$ cat src/rtl/glut_pkg.sv
// glut_pkg: shared definitions for the GLUT stage scheduler.
//   - Op-code constants accepted on cmd_op.
//   - Scheduler FSM state enum.
//   - DATA_NUM_DEF: default beats per stage when cmd_len is 0.
//   - Helpers to classify op codes (valid / two-operand).
package glut_pkg;

    localparam logic [3:0] OP_SILU = 4'd3;
    localparam logic [3:0] OP_GELU = 4'd4;
    localparam logic [3:0] OP_ADD  = 4'd5;
    localparam logic [3:0] OP_MUL  = 4'd6;

    localparam int unsigned DATA_NUM_DEF = 192;

    typedef enum logic [2:0] {
        IDLE  = 3'd0,
        CFG   = 3'd1,
        START = 3'd2,
        FEED  = 3'd3,
        DRAIN = 3'd4,
        DONE  = 3'd5
    } glut_state_e;

    function automatic logic op_is_valid(input logic [3:0] op);
        return (op == OP_SILU) || (op == OP_GELU) || (op == OP_ADD) || (op == OP_MUL);
    endfunction

    // Two-operand ops consume the B stream as well as A.
    function automatic logic op_is_binary(input logic [3:0] op);
        return (op == OP_ADD) || (op == OP_MUL);
    endfunction

endpackage

$ cat src/rtl/glut_stage_sched.sv
// glut_stage_sched: sequences one array stage per accepted command.
//   IDLE -> CFG (2 cycles, stage_start low) -> START (2 cycles, stage_start high)
//   -> FEED (issue len beats) -> DRAIN (wait for len results) -> DONE (1 cycle).
// Ports:
//   clk, rst                         clock, asynchronous active-high reset
//   cmd_valid/cmd_ready, cmd_op/len  command handshake; len 0 means DATA_NUM
//   src_a_*, src_b_*                 operand streams (B used by ADD/MUL only)
//   arr_stage_start, arr_configs     array stage control
//   arr_at*, arr_bt*                 registered operand beats to the array
//   arr_result_tvalid                array result strobe
//   busy, done, err_op               status
//   perf_cycles                      stage cycle count, only with GLUT_SCHED_PERF_EN defined
module glut_stage_sched
    import glut_pkg::*;
#(
    parameter int unsigned DATA_NUM = 10'd192,
    parameter int unsigned LEN_W    = 10
) (
    input  logic             clk,
    input  logic             rst,
    input  logic             cmd_valid,
    output logic             cmd_ready,
    input  logic [3:0]       cmd_op,
    input  logic [LEN_W-1:0] cmd_len,
    input  logic             src_a_valid,
    output logic             src_a_ready,
    input  logic [63:0]      src_a_data,
    input  logic             src_b_valid,
    output logic             src_b_ready,
    input  logic [63:0]      src_b_data,
    output logic             arr_stage_start,
    output logic [3:0]       arr_configs,
    output logic             arr_atvalid,
    output logic [63:0]      arr_atdata,
    output logic             arr_btvalid,
    output logic [63:0]      arr_btdata,
    input  logic             arr_result_tvalid,
    output logic             busy,
    output logic             done,
    output logic             err_op
`ifdef GLUT_SCHED_PERF_EN
    ,
    output logic [31:0]      perf_cycles
`endif
);

    glut_state_e      state_q, state_d;
    logic [1:0]       wait_q, wait_d;
    logic [LEN_W-1:0] len_q;
    logic [LEN_W-1:0] issue_q, issue_d;
    logic [LEN_W-1:0] res_q, res_d;
    logic             cmd_hs;
    logic             cmd_ok;
    logic             bin_op;
    logic             beat;

    assign cmd_hs = cmd_valid && cmd_ready && (state_q == IDLE);
    assign cmd_ok = op_is_valid(cmd_op);
    assign bin_op = op_is_binary(arr_configs);

    // FEED always exits as the last beat issues, so no length compare is needed here.
    assign beat        = (state_q == FEED) && src_a_valid && (!bin_op || src_b_valid);
    assign src_a_ready = beat;
    assign src_b_ready = beat && bin_op;

    assign arr_stage_start = (state_q == START) || (state_q == FEED) || (state_q == DRAIN);
    assign busy            = (state_q != IDLE);
    assign done            = (state_q == DONE);

    always_comb begin
        state_d = state_q;
        wait_d  = wait_q;
        issue_d = issue_q;
        res_d   = res_q;
        case (state_q)
            IDLE: begin
                if (cmd_hs && cmd_ok) begin
                    state_d = CFG;
                    wait_d  = 2'd0;
                    issue_d = '0;
                    res_d   = '0;
                end
            end
            CFG: begin
                wait_d = wait_q + 2'd1;
                if (wait_q == 2'd1) begin
                    state_d = START;
                    wait_d  = 2'd0;
                end
            end
            START: begin
                wait_d = wait_q + 2'd1;
                if (wait_q == 2'd1) begin
                    state_d = FEED;
                    wait_d  = 2'd0;
                end
            end
            FEED: begin
                if (beat) begin
                    issue_d = issue_q + LEN_W'(1);
                    if (issue_d == len_q) begin
                        state_d = DRAIN;
                    end
                end
            end
            DRAIN: begin
                if (res_q == len_q) begin
                    state_d = DONE;
                end
            end
            DONE:    state_d = IDLE;
            default: state_d = IDLE;
        endcase
        // Results are counted independently of issue so a coincident strobe is never lost.
        if (((state_q == FEED) || (state_q == DRAIN)) && arr_result_tvalid && (res_q != len_q)) begin
            res_d = res_q + LEN_W'(1);
        end
    end

    always_ff @(posedge clk or posedge rst) begin
        if (rst) begin
            state_q     <= IDLE;
            wait_q      <= 2'd0;
            issue_q     <= '0;
            res_q       <= '0;
            len_q       <= '0;
            cmd_ready   <= 1'b0;
            err_op      <= 1'b0;
            arr_configs <= 4'd0;
            arr_atvalid <= 1'b0;
            arr_atdata  <= 64'd0;
            arr_btvalid <= 1'b0;
            arr_btdata  <= 64'd0;
        end else begin
            state_q     <= state_d;
            wait_q      <= wait_d;
            issue_q     <= issue_d;
            res_q       <= res_d;
            cmd_ready   <= (state_d == IDLE);
            err_op      <= cmd_hs && !cmd_ok;
            if (cmd_hs && cmd_ok) begin
                arr_configs <= cmd_op;
                len_q       <= (cmd_len == '0) ? LEN_W'(DATA_NUM) : cmd_len;
            end
            arr_atvalid <= beat;
            arr_btvalid <= beat && bin_op;
            if (beat) begin
                arr_atdata <= src_a_data;
            end
            if (beat && bin_op) begin
                arr_btdata <= src_b_data;
            end
        end
    end

`ifdef GLUT_SCHED_PERF_EN
    // Counts every non-IDLE cycle of the stage; cleared only by the next accepted command.
    always_ff @(posedge clk or posedge rst) begin
        if (rst) begin
            perf_cycles <= 32'd0;
        end else if (cmd_hs && cmd_ok) begin
            perf_cycles <= 32'd0;
        end else if (state_q != IDLE) begin
            perf_cycles <= perf_cycles + 32'd1;
        end
    end
`endif

endmodule

$ cat config.mk
export PLATFORM = sky130hd
export DESIGN_NAME = glut_stage_sched
export DESIGN_NICKNAME = d
export VERILOG_FILES = /design/src/rtl/glut_pkg.sv /design/src/rtl/glut_stage_sched.sv
export SDC_FILE = /design/constraint.sdc
export NUM_CORES = 1
export LEC_CHECK = 0
export CAP_MARGIN = 10
export CELL_PAD_IN_SITES_DETAIL_PLACEMENT = 1
export CELL_PAD_IN_SITES_GLOBAL_PLACEMENT = 1
export CORE_UTILIZATION = 33
export CTS_CLUSTER_DIAMETER = 100
export CTS_CLUSTER_SIZE = 10
export DETAILED_ROUTE_END_ITERATION = 8
export PLACE_DENSITY = 0.86
export RECOVER_POWER = 25
export SLEW_MARGIN = 20
export SYNTH_ARGS = -nofsm -noshare
export SYNTH_HDL_FRONTEND = slang
export SYNTH_SLANG_ARGS = --single-unit
$ cat constraint.sdc
create_clock -name clk -period 8.63 [get_ports clk]
set_clock_uncertainty 0.05 [all_clocks]
set_input_delay 2.1575 -clock clk [delete_from_list [all_inputs] [get_ports clk]]
set_output_delay 2.1575 -clock clk [all_outputs]
set_load 0.01 [all_outputs]
Word level (Yosys, flattened, before mapping). Index checks and enable logic that the tools add are counted.

Add/subtract/negate cells: 3. Equal/unequal tests: 17. Multiplexer cells: 16. Reduce and logical (&&, ||, !) cells: 31.

Operator list (count): 2-to-1 mux 10 bit (5); adder 10 x 1 -> 10 bit, second input constant (2); equality test 10 bit (2); equality test 4 x 3 -> 1 bit, second input constant (5); case mux 10 bit (2 select lines) (1); 2-to-1 mux 3 bit (6); case mux 3 bit (5 select lines) (1); logical NOT 10 bit (1); != test 10 bit (1); logical AND 1 bit (9); logical OR 1 bit (8); nonzero test 2 bit (4); equality test 3 x 2 -> 1 bit, second input constant (2); equality test 3 bit, second input constant (2); logical NOT 3 bit (2); equality test 4 x 2 -> 1 bit, second input constant (1); 2-to-1 mux 2 bit (2); case mux 2 bit (2 select lines) (1); AND reduction 2 bit (2); equality test 3 x 1 -> 1 bit, second input constant (1); AND reduction 3 bit (1); nonzero test 3 bit (1); adder 2 x 1 -> 2 bit, second input constant (1); equality test 2 x 1 -> 1 bit, second input constant (1); other kinds (4) (5).

Register bits: 171. Input port bits: 148. Output and inout bits: 141. Word-level logic and storage cells: 79.

Logic depth before layout (Yosys ltp). Gate-level depths: netlist of the first run.

Depth after elaboration: 8. Depth in mapped cells: 7. Gate-level depth less buffers: 6.

Least setup slack after synthesis of the first run. OpenSTA, ideal clock, no wires.

Path kind: input-to-output. From: in src_b_valid. To: out src_b_ready. Data arrival time: 3.059 ns. Data required time: 6.423 ns. Slack: 3.364 ns. Stages: 5. Path buffers: 2. Cell sequence: o311ai_1 -> or3_1 -> buf_6 -> buf_6 -> inv_1.

Longest elaborated chain between the ends: 3.

RTL lines: start: declaration (RTL line glut_stage_sched.sv:28) `input logic src_b_valid,`; logical OR 1 bit (RTL line glut_stage_sched.sv:62) `assign beat = (state_q == FEED) && src_a_valid && (!bin_op || src_b_valid);`; logical AND 1 bit (RTL line glut_stage_sched.sv:62); logical AND 1 bit (RTL line glut_stage_sched.sv:64) `assign src_b_ready = beat && bin_op;`; end: declaration (RTL line glut_stage_sched.sv:29) `output logic src_b_ready,`.

No other way between the ends.

Worst setup path in the final report of the first run. Same ends and word-level chain as after synthesis.

==> results of run 1 <==
routing by layer:
metal	GRT usage	up-vias
met5	0	-
met4	0.07000	0
met3	0.04910	29
met2	0.3606	179
met1	0.2286	2866
li1	-	2675
cell families after synthesis:
kind of cell	Yosys count	synth area share
buf+inv	34	0.02464
flops	171	0.5852
fa+ha+maj	2	0.003422
compound gates	43	0.03953
mux	84	0.1537
xor+xnor	31	0.03713
simple gates	275	0.1564
cells in the final DEF (no fill, tap or decap), types with 2 or more instances in the layout:
cell               n
a21oi_1            6
a22o_1             2
and2_1             2
and3_1             3
buf_4              2
bufinv_16          3
clkbuf_1           2
clkbuf_16         17
clkdlybuf4s50_1  281
clkinvlp_4         3
dfrtp_1          171
diode_2            2
dlygate4sd3_1      7
ha_1               2
inv_1              5
inv_6              5
inv_8              2
mux2_1             9
mux2_2            30
mux2_4            40
mux2i_1            5
nand2_1          210
nand2b_1           9
nand3_1            8
nand3b_1           2
nand4_1            5
nor2_1            21
nor3_1             3
nor3b_1            2
nor4_1             4
o21ai_0           21
o31a_1             2
o31ai_1            3
or4_1              2
xnor2_1           12
xor2_1            19
registers in the layout (all words and copies together) (netlist names), 2 cells and up:
| name | flops |
|---|---|
| arr_atdata | 64 |
| arr_btdata | 64 |
| issue_q | 10 |
| len_q | 10 |
| res_q | 10 |
| arr_configs | 4 |
| state_q | 3 |
| wait_q | 2 |
worst register-to-register path: cells and delay by family, from the launching register on:
kind                   cells  cell delay [ps]
and+or+nand+nor            2              960
AOI/OAI and AO/OA          2              780
DFF                        1              440
buffers and inverters      2             2660
layout make-up:
cell class,count,area [µm²],area share
Sequential cell,171,4279,0.3894
Timing Repair Buffer,293,2917,0.2654
Multi-Input combinational cell,435,2800,0.2548
Clock buffer,17,425.4,0.03872
Tap cell,280,350.3,0.03188
Clock inverter,14,183.9,0.01674
Inverter,7,27.53,0.002505
Antenna cell,2,5.005,0.0004555
how the worst min path moves through the flow:
stage                     slack [ps]                          to  cells past startpoint
after floorplan                  410      issue_q[9]$_DFFE_PP0P_                      1
after global placement           410  arr_atdata[63]$_DFFE_PP0P_                      2
after detailed placement         410  arr_atdata[20]$_DFFE_PP0P_                      2
after CTS                        430  arr_atdata[53]$_DFFE_PP0P_                      2
after global routing             460  arr_atdata[24]$_DFFE_PP0P_                      2
final                            420  arr_atdata[53]$_DFFE_PP0P_                      2
power breakdown:
group	internal [µW]	total, µW	leakage [µW]	switching, µW
registers	995	1130	0.00226	139
clock network	463	810	0.000291	347
logic	511	988	0.00273	477
through the flow:
step           std cells  utilization  hold WS, ps  area (µm²)  total power [µW]
2_1_floorplan        640            -        414.5        7312              1591
3_3_place_gp        1186       0.4806        405.6       10460              2100
3_5_place_dp        1186       0.4806        411.9       10460              2150
4_1_cts             1217       0.5086        429.5       11070              2980
5_1_grt             1219       0.5051        457.5       10990              3112
6_report            1219       0.5051        421.5       10990              2932
==> out/qor.tcl, run 1 <==
set qor(run_status) {complete, but fails checks}
set qor(violations) {max-capacitance violations, max-slew violations}
set qor(fillerInstances) 2319
set qor(timing.critical_path.cells) {dlygate4sd3_1, o311ai_0, or3_1, inv_1, clkdlybuf4s50_1}
set qor(most_frequent_cell_after_synthesis) {nand2_1}
set qor(cellLeakagePower_uw) 0.005279
set qor(wl_met1_um) 8906
set qor(cts_clk_pin_slew_worst_paths_ps) 70
set qor(drv_slew) 170
set qor(syn-mean-instance-area_um2) 11.43
set qor(worst_vdd_drop_mv) 0.1138
set qor(cts_max_path_buffers) 2
set qor(fp.dieW_um) 150.9
set qor(ctsRootBufferMaster) {clkbuf_16}
set qor(rsz0062_at_grt) {no}
set qor(relative_area_change_from_synthesis_to_final_layout_pct) 50.27
set qor(final.setup.worst_slack_ps) 1488
set qor(initial_utilization) 0.3361
set qor(detailedPlace.worstSlack_ps) 2338
set qor(postSynth.asyncResetShare) 1.000
set qor(cap_violations) 2
set qor(global_route.usage.total) 0.1999
set qor(synthFlopType) {dfrtp_1}
set qor(io_pins) 289
set qor(worstHoldStart) {arr_atdata[53]$_DFFE_PP0P_}
set qor(met2_wirelength_um) 11960
set qor(worst-r2r-cell-count) 6
set qor(worst_path_dominant_cell_family) {buffers and inverters}
set qor(reg2reg_slack_ps) 3630
set qor(critical-path-slowest-cell) {or3_1}
set qor(insertion_delay_to_the_later_sink_of_the_worst_skew_pair_ps) 420
set qor(detail_route.vias_per_cell) 4.716
set qor(synth_enable_flop_cells) 0
set qor(cts-resized-gates) 0
set qor(r2r_start) {state_q[2]$_DFF_PP0_}
set qor(netlist.area_leader.share) 0.5852
set qor(dieArea_um2) 22760
set qor(routabilityCongestion) 0.7452
set qor(post_synth_main_area_contributors) {dfrtp_1 (59%), nand2_1 (11%), mux2_4 (10%), mux2_2 (4.6%), xor2_1 (2.3%)}
set qor(post_synth_instance_area_um2) 7312
set qor(clock.fmax_mhz) 140.0
set qor(io_buffer_count) 288
set qor(setup.worst_path.class) {input pin to output port}
set qor(cp_num_buf_inv) 3
set qor(num-nets-final) 1075
set qor(highest_layer) {met4}
set qor(detailedRoute.firstPassIterationCount) 4
set qor(timing.critical_path.to) {src_b_ready}
set qor(report.final.hold_viol_count) 0
set qor(synth.lib_cells_used.distinct) 42
set qor(required_time_reported_for_the_critical_path_endpoint_ps) 6420
set qor(synth.largest_area_cell) {dfrtp_1}
set qor(wire_per_inst_um) 18.65
set qor(grt_first_pass_wirelength_um) 34450
set qor(netlist_top_cells_count) {nand2_1 (210), dfrtp_1 (171), mux2_4 (49)}
set qor(endpoint_kind) {output port}
set qor(die-height_um) 150.9
set qor(cts.sink_count) 171
set qor(cts_tree) {done}
set qor(fin_crit_ps) 7142
set qor(wl_met3_um) 1420
set qor(start_kind) {input pin}
set qor(yosysWarningCount) 0
set qor(detailroute.via_count) 5749
set qor(power.density_nw_per_um2) 266.9
set qor(worstSetupPathDepth) 5
set qor(layout-drive-gt1-share) 0.1163
set qor(coreArea_um2) 21760
set qor(worst_slew_pin_slew_ps) 4239
set qor(path_max_fanout) 19
set qor(maxSlewHeadroom) -1.842
set qor(place_hpwl_um) 16430
set qor(syn_nets) 790
set qor(drt_wl_total_um) 22730
set qor(antenna_found_initial) 2
set qor(htreeDepth) 4
set qor(synth_cells) 640
set qor(worstPathArrival_ps) 4930
set qor(ys_seq_elements) 171
set qor(std_cell_rows) 54
set qor(max_stage_delay_ps) 810
set qor(cts_inserted_buffers) 17
set qor(postCtsHoldBufs) 0
set qor(antenna_violating_nets_post_route) 0
set qor(first_global_vias) 6117
set qor(layout_worst_path_cycle_share) 0.8275
set qor(drc) 0
set qor(critPathLaunch) {src_b_valid}
set qor(r2r_end) {state_q[0]$_DFF_PP0_}
set qor(post-cts-setup-buffer-count) 0
set qor(setup_tns_ps) 0
set qor(grt_start_max_net_pins) 95
set qor(synth.yosys.seq_area_share) 0.5852
set qor(global_route.overflow_total) 0
set qor(min-delay-path-class) {flop to flop}
set qor(drt_iter0_drcs) 178
set qor(setup_viol) 0
Note: power is estimated with default switching activity, not from simulation.
==> run 2, diff against run 1 <==
--- a/config.mk
+++ b/config.mk
@@ -8,11 +8,11 @@
 export CAP_MARGIN = 10
 export CELL_PAD_IN_SITES_DETAIL_PLACEMENT = 1
 export CELL_PAD_IN_SITES_GLOBAL_PLACEMENT = 1
-export CORE_UTILIZATION = 33
+export CORE_UTILIZATION = 30
 export CTS_CLUSTER_DIAMETER = 100
 export CTS_CLUSTER_SIZE = 10
 export DETAILED_ROUTE_END_ITERATION = 8
-export PLACE_DENSITY = 0.86
+export PLACE_DENSITY = 0.83
 export RECOVER_POWER = 25
 export SLEW_MARGIN = 20
 export SYNTH_ARGS = -nofsm -noshare
==> constraint.sdc (replaced) <==
create_clock -name clk -period 6 [get_ports clk]
set_clock_uncertainty 0.05 [all_clocks]
set_input_delay 1.5 -clock clk [delete_from_list [all_inputs] [get_ports clk]]
set_output_delay 1.5 -clock clk [all_outputs]
set_load 0.01 [all_outputs]
==> out/qor.tcl, run 2 (synthesis results as in run 1) <==
set qor(run_status) {complete, but fails checks}
set qor(violations) {max-capacitance violations, max-slew violations}
set qor(setup.worst_path.class) {input pin to output port}
set qor(setup_tns_ps) 0
set qor(detail_route.vias_per_cell) 4.589
set qor(dieArea_um2) 25000
set qor(largest_registers_in_the_final_layout) {arr_atdata: 64 flops, arr_btdata: 64 flops}
set qor(layout-drive-gt1-share) 0.1321
set qor(endpoint_kind) {output port}
set qor(holdPathEnd) {arr_atdata[51]$_DFFE_PP0P_}
set qor(cts_max_path_buffers) 2
set qor(detailedRoute.firstPassIterationCount) 4
set qor(postCtsHoldBufs) 0
set qor(required_time_reported_for_the_critical_path_endpoint_ps) 4450
set qor(final-instance-count-excl-fill) 1259
set qor(final_design_area_no_fill_um2) 11070
set qor(p_total_uw) 4148
set qor(rsz0062_at_grt) {no}
set qor(worstPathArrival_ps) 3210
set qor(grt_first_pass_wirelength_um) 34770
set qor(start_kind) {input pin}
set qor(layout_worst_path_cycle_share) 0.7933
set qor(insertion_delay_to_the_later_sink_of_the_worst_skew_pair_ps) 430
set qor(htreeDepth) 4
set qor(timing.critical_path.mode_cell) {clkdlybuf4s50_1}
set qor(num-nets-final) 1076
set qor(detailroute.via_count) 5778
set qor(worst-r2r-cell-count) 7
set qor(ctsRootBufferMaster) {clkbuf_16}
set qor(drc) 0
set qor(io_pins) 289
set qor(wire_per_inst_um) 18.29
set qor(relative_area_change_from_synthesis_to_final_layout_pct) 51.45
set qor(whs_path_depth) 2
set qor(drt_iter0_drcs) 265
set qor(fin_crit_ps) 4760
set qor(critical-path-slowest-cell) {clkdlybuf4s50_1}
set qor(final.setup.worst_slack_ps) 1240
set qor(die-height_um) 158.1
set qor(antenna_found_initial) 1
set qor(cts_clk_pin_slew_worst_paths_ps) 60
set qor(final_cell_mix) {clkdlybuf4s50_1 (283), nand2_1 (210), dfrtp_1 (171)}
set qor(place_hpwl_um) 16720
set qor(cts.sink_count) 171
set qor(max_stage_delay_ps) 540
set qor(drv_slew) 90
set qor(r2r_start) {arr_configs[0]$_DFFE_PP0P_}
set qor(cts_tree) {done}
set qor(global_route.overflow_total) 0
set qor(maxSlewHeadroom) -0.5343
set qor(grt_start_max_net_pins) 90
set qor(std_cell_rows) 56
set qor(global_route.usage.total) 0.1828
set qor(cp_num_buf_inv) 3
set qor(antenna_violating_nets_post_route) 0
set qor(routabilityCongestion) 0.7412
set qor(io_buffer_count) 288
set qor(drt_wl_total_um) 23020
set qor(report.final.hold_viol_count) 0
set qor(coreArea_um2) 23680
set qor(worst_slew_pin_slew_ps) 2301
set qor(fp.dieW_um) 158.1
set qor(worst_path_dominant_cell_family) {buffers and inverters}
set qor(power.density_nw_per_um2) 374.5
set qor(r2r_end) {issue_q[4]$_DFFE_PP0P_}
set qor(reg2reg_slack_ps) 3120
set qor(worst_vdd_drop_mv) 0.1862
set qor(min-delay-path-class) {flop to flop}
set qor(setup_viol) 0
set qor(placed_area_um2) 10520
set qor(placed_cells) 1226
set qor(detailedPlace.worstSlack_ps) 1219
set qor(clock.fmax_mhz) 210.1
set qor(cellLeakagePower_uw) 0.005299
set qor(timing.critical_path.cells) {clkdlybuf4s50_1, o311ai_4, or3_4, inv_1, clkdlybuf4s50_1}
set qor(initial_utilization) 0.3087
set qor(first_global_vias) 6148
set qor(layout.cells.most_common) {clkdlybuf4s50_1}
set qor(cap_violations) 1
set qor(cts_inserted_buffers) 17
set qor(worstHoldStart) {arr_atdata[51]$_DFFE_PP0P_}
set qor(cts-resized-gates) 0
set qor(post-cts-setup-buffer-count) 0
set qor(path_max_fanout) 3
run 2: changes by cell type in the layout (fill, tap and decap cells not counted), moves of 3 or more:
| cell | before | now |
|---|---|---|
| inv_8 | 2 | 5 |
| mux2_4 | 40 | 49 |
| bufinv_16 | 3 | 0 |
| buf_4 | 2 | 5 |
| mux2_1 | 9 | 0 |
run 2: layout make-up:
| type | count | area [µm²] |
|---|---|---|
| Clock inverter | 13 | 122.6 |
| Sequential cell | 171 | 4279 |
| Tap cell | 319 | 399.1 |
| Fill cell | 2594 | 12610 |
| Timing Repair Buffer | 294 | 2925 |
| Antenna cell | 1 | 2.502 |
| Clock buffer | 19 | 442.9 |
| Inverter | 7 | 27.53 |
| Multi-Input combinational cell | 435 | 2875 |
run 2: through the flow:
stage / hold WS [ps] / util
2_1_floorplan: 414.5 / -
3_3_place_gp: 406.4 / 0.4444
3_5_place_dp: 411.2 / 0.4444
4_1_cts: 427.5 / 0.4682
5_1_grt: 456.8 / 0.4676
6_report: 421.3 / 0.4676
run 2: how the worst max path moves through the flow:
stage / start / end / slack (ps) / depth (start not counted)
finish: src_b_valid / src_b_ready / 1240 / 5
CTS: src_b_valid / src_b_ready / 1220 / 5
global route: rst / arr_atdata[22]$_DFFE_PP0P_ / 780 / 3
global placement: src_b_valid / src_b_ready / 1260 / 5
floorplan: src_b_valid / src_b_ready / 2050 / 5
detailed placement: src_b_valid / src_b_ready / 1220 / 5
run 2: power by group:
group / switching (µW) / internal [µW]
clock network: 529 / 563
logic: 696 / 726
registers: 203 / 1430
total: 1430 / 2720
run 2: tightest hold or removal path, stage by stage, from the launching register on:
cell	delay [ps]
dfrtp_1	340
nand2_1	50
nand2_1	50
run 2: metal layers:
layer	vias up	share of wire	GRT usage
li1	2670	-	-
met1	2901	0.39	0.2085
met2	191	0.52	0.3258
met3	16	0.076	0.05584
met4	0	0.014	0.05403
met5	-	0	0
==> run 3, diff against run 2 <==
==> constraint.sdc (replaced) <==
create_clock -name clk -period 4.3 [get_ports clk]
set_clock_uncertainty 0.05 [all_clocks]
set_input_delay 1.075 -clock clk [delete_from_list [all_inputs] [get_ports clk]]
set_output_delay 1.075 -clock clk [all_outputs]
set_load 0.01 [all_outputs]
==> out/qor.tcl, run 3 (synthesis results as in run 1) <==
set qor(largest_registers_in_the_final_layout) {arr_atdata: 64 flops, arr_btdata: 64 flops}
set qor(final.hold.worst_slack_ps) 423.5
set qor(cap_violations) 0
set qor(io_pins) 289
set qor(die-height_um) 158.1
set qor(timing.critical_path.to) {src_b_ready}
set qor(cts_clk_pin_slew_worst_paths_ps) 70
set qor(final_cell_mix) {clkdlybuf4s50_1 (286), nand2_1 (210), dfrtp_1 (171)}
set qor(first_global_vias) 6178
set qor(cts_tree) {done}
set qor(postCtsHoldBufs) 0
set qor(global_route.usage.total) 0.1827
set qor(critPathLaunch) {src_b_valid}
set qor(insertion_delay_to_the_later_sink_of_the_worst_skew_pair_ps) 420
set qor(antenna_cells_inserted) 0
set qor(final_design_area_no_fill_um2) 11170
set qor(power.density_nw_per_um2) 533.9
set qor(cts-resized-gates) 0
set qor(detail_route.vias_per_cell) 4.564
set qor(path_max_fanout) 2
set qor(worst_vdd_drop_mv) 0.2463
set qor(worst-r2r-cell-count) 6
set qor(drv_slew) 0
set qor(layout_worst_path_cycle_share) 0.8988
set qor(min-delay-path-class) {flop to flop}
set qor(post-cts-setup-buffer-count) 0
set qor(setup_tns_ps) 0
set qor(reg2reg_slack_ps) 1480
set qor(cts_inserted_buffers) 17
set qor(wire_per_inst_um) 18.04
set qor(r2r_end) {arr_btdata[1]$_DFFE_PP0P_}
set qor(coreArea_um2) 23680
set qor(placed_area_um2) 10550
set qor(detailedPlace.worstSlack_ps) 417.8
set qor(r2r_start) {arr_configs[3]$_DFFE_PP0P_}
set qor(final.setup.worst_slack_ps) 435.4
set qor(relative_area_change_from_synthesis_to_final_layout_pct) 52.76
set qor(dieArea_um2) 25000
set qor(maxSlewHeadroom) 0.09422
set qor(routabilityCongestion) 0.7311
set qor(io_buffer_count) 288
set qor(std_cell_rows) 56
set qor(report.final.hold_viol_count) 0
set qor(cellLeakagePower_uw) 0.005337
set qor(antenna_violating_nets_post_route) 0
set qor(num-nets-final) 1078
set qor(clock.fmax_mhz) 258.8
set qor(grt_first_pass_wirelength_um) 34710
set qor(cts.sink_count) 171
set qor(fin_crit_ps) 3865
set qor(fp.dieW_um) 158.1
set qor(drc) 0
set qor(layout.cells.most_common) {clkdlybuf4s50_1}
set qor(detailroute.via_count) 5746
set qor(required_time_reported_for_the_critical_path_endpoint_ps) 3170
set qor(ctsRootBufferMaster) {clkbuf_16}
set qor(setup.worst_path.class) {input pin to output port}
set qor(layout-drive-gt1-share) 0.1340
set qor(cts_max_path_buffers) 2
set qor(detailedRoute.firstPassIterationCount) 4
set qor(initial_utilization) 0.3087
set qor(start_kind) {input pin}
set qor(endpoint_kind) {output port}
set qor(antenna_found_initial) 0
set qor(worst_slew_pin_slew_ps) 1351
set qor(drt_wl_total_um) 22710
set qor(worstPathArrival_ps) 2740
set qor(rsz0062_at_grt) {no}
set qor(setup_viol) 0
set qor(htreeDepth) 4
set qor(drt_iter0_drcs) 299
set qor(global_route.overflow_total) 0
set qor(place_hpwl_um) 16410
set qor(grt_start_max_net_pins) 83
set qor(run_status) {finished clean}
run 3: cell types whose count changed in the layout (fill, tap and decap cells not counted), sizes merged:
cell,previous run,this run
clkbuf,20,18
clkdlybuf4s50,283,286
buf,5,7
bufinv,0,4
inv,15,12
diode,1,0
dlygate4sd3,5,2
run 3: through the flow:
step	total power, µW	instances	utilization
final	5963	1259	0.4716
after global routing	6329	1259	0.4716
after CTS	6055	1259	0.4723
after detailed placement	4328	1228	0.4455
after global placement	4235	1228	0.4455
after floorplan	3194	640	-
run 3: per-layer routing:
layer	vias to the layer above	GRT usage	routed length [µm]
met2	188	0.3208	11530
met4	0	0.06181	412
met1	2849	0.2122	9086
li1	2684	-	-
met3	25	0.05146	1676
met5	-	0	0
run 3: how the worst min path moves through the flow:
stage / start / endpoint / slack, ps / cells after the start
finish: arr_atdata[18]$_DFFE_PP0P_ / arr_atdata[18]$_DFFE_PP0P_ / 420 / 2
global route: arr_atdata[23]$_DFFE_PP0P_ / arr_atdata[23]$_DFFE_PP0P_ / 440 / 2
CTS: arr_atdata[23]$_DFFE_PP0P_ / arr_atdata[23]$_DFFE_PP0P_ / 430 / 2
global placement: arr_atdata[43]$_DFFE_PP0P_ / arr_atdata[43]$_DFFE_PP0P_ / 410 / 2
floorplan: issue_q[9]$_DFFE_PP0P_ / issue_q[9]$_DFFE_PP0P_ / 410 / 1
detailed placement: arr_atdata[23]$_DFFE_PP0P_ / arr_atdata[23]$_DFFE_PP0P_ / 410 / 2
run 3: layout make-up:
class                   count  area, µm²
clock buffers              17      425.4
fillers                  2618      12510
flip-flops and latches    171       4279
well taps                 319      399.1
clock inverters            14      207.7
repair buffers            296       2955
inverters                   7      27.53
multi-input cells         435       2875
run 3: power breakdown:
group	switching [µW]	leakage [µW]	total (µW)	internal [µW]
clock	702	0.000302	1690	988
sequential	286	0.00226	2280	2000
combinational	968	0.00278	1990	1020
run 3: worst max-delay path: stages:
cell and delay, ps:
clkdlybuf4s50_1 510, o311ai_4 130, or3_4 390, inv_1 90, clkdlybuf4s50_1 540
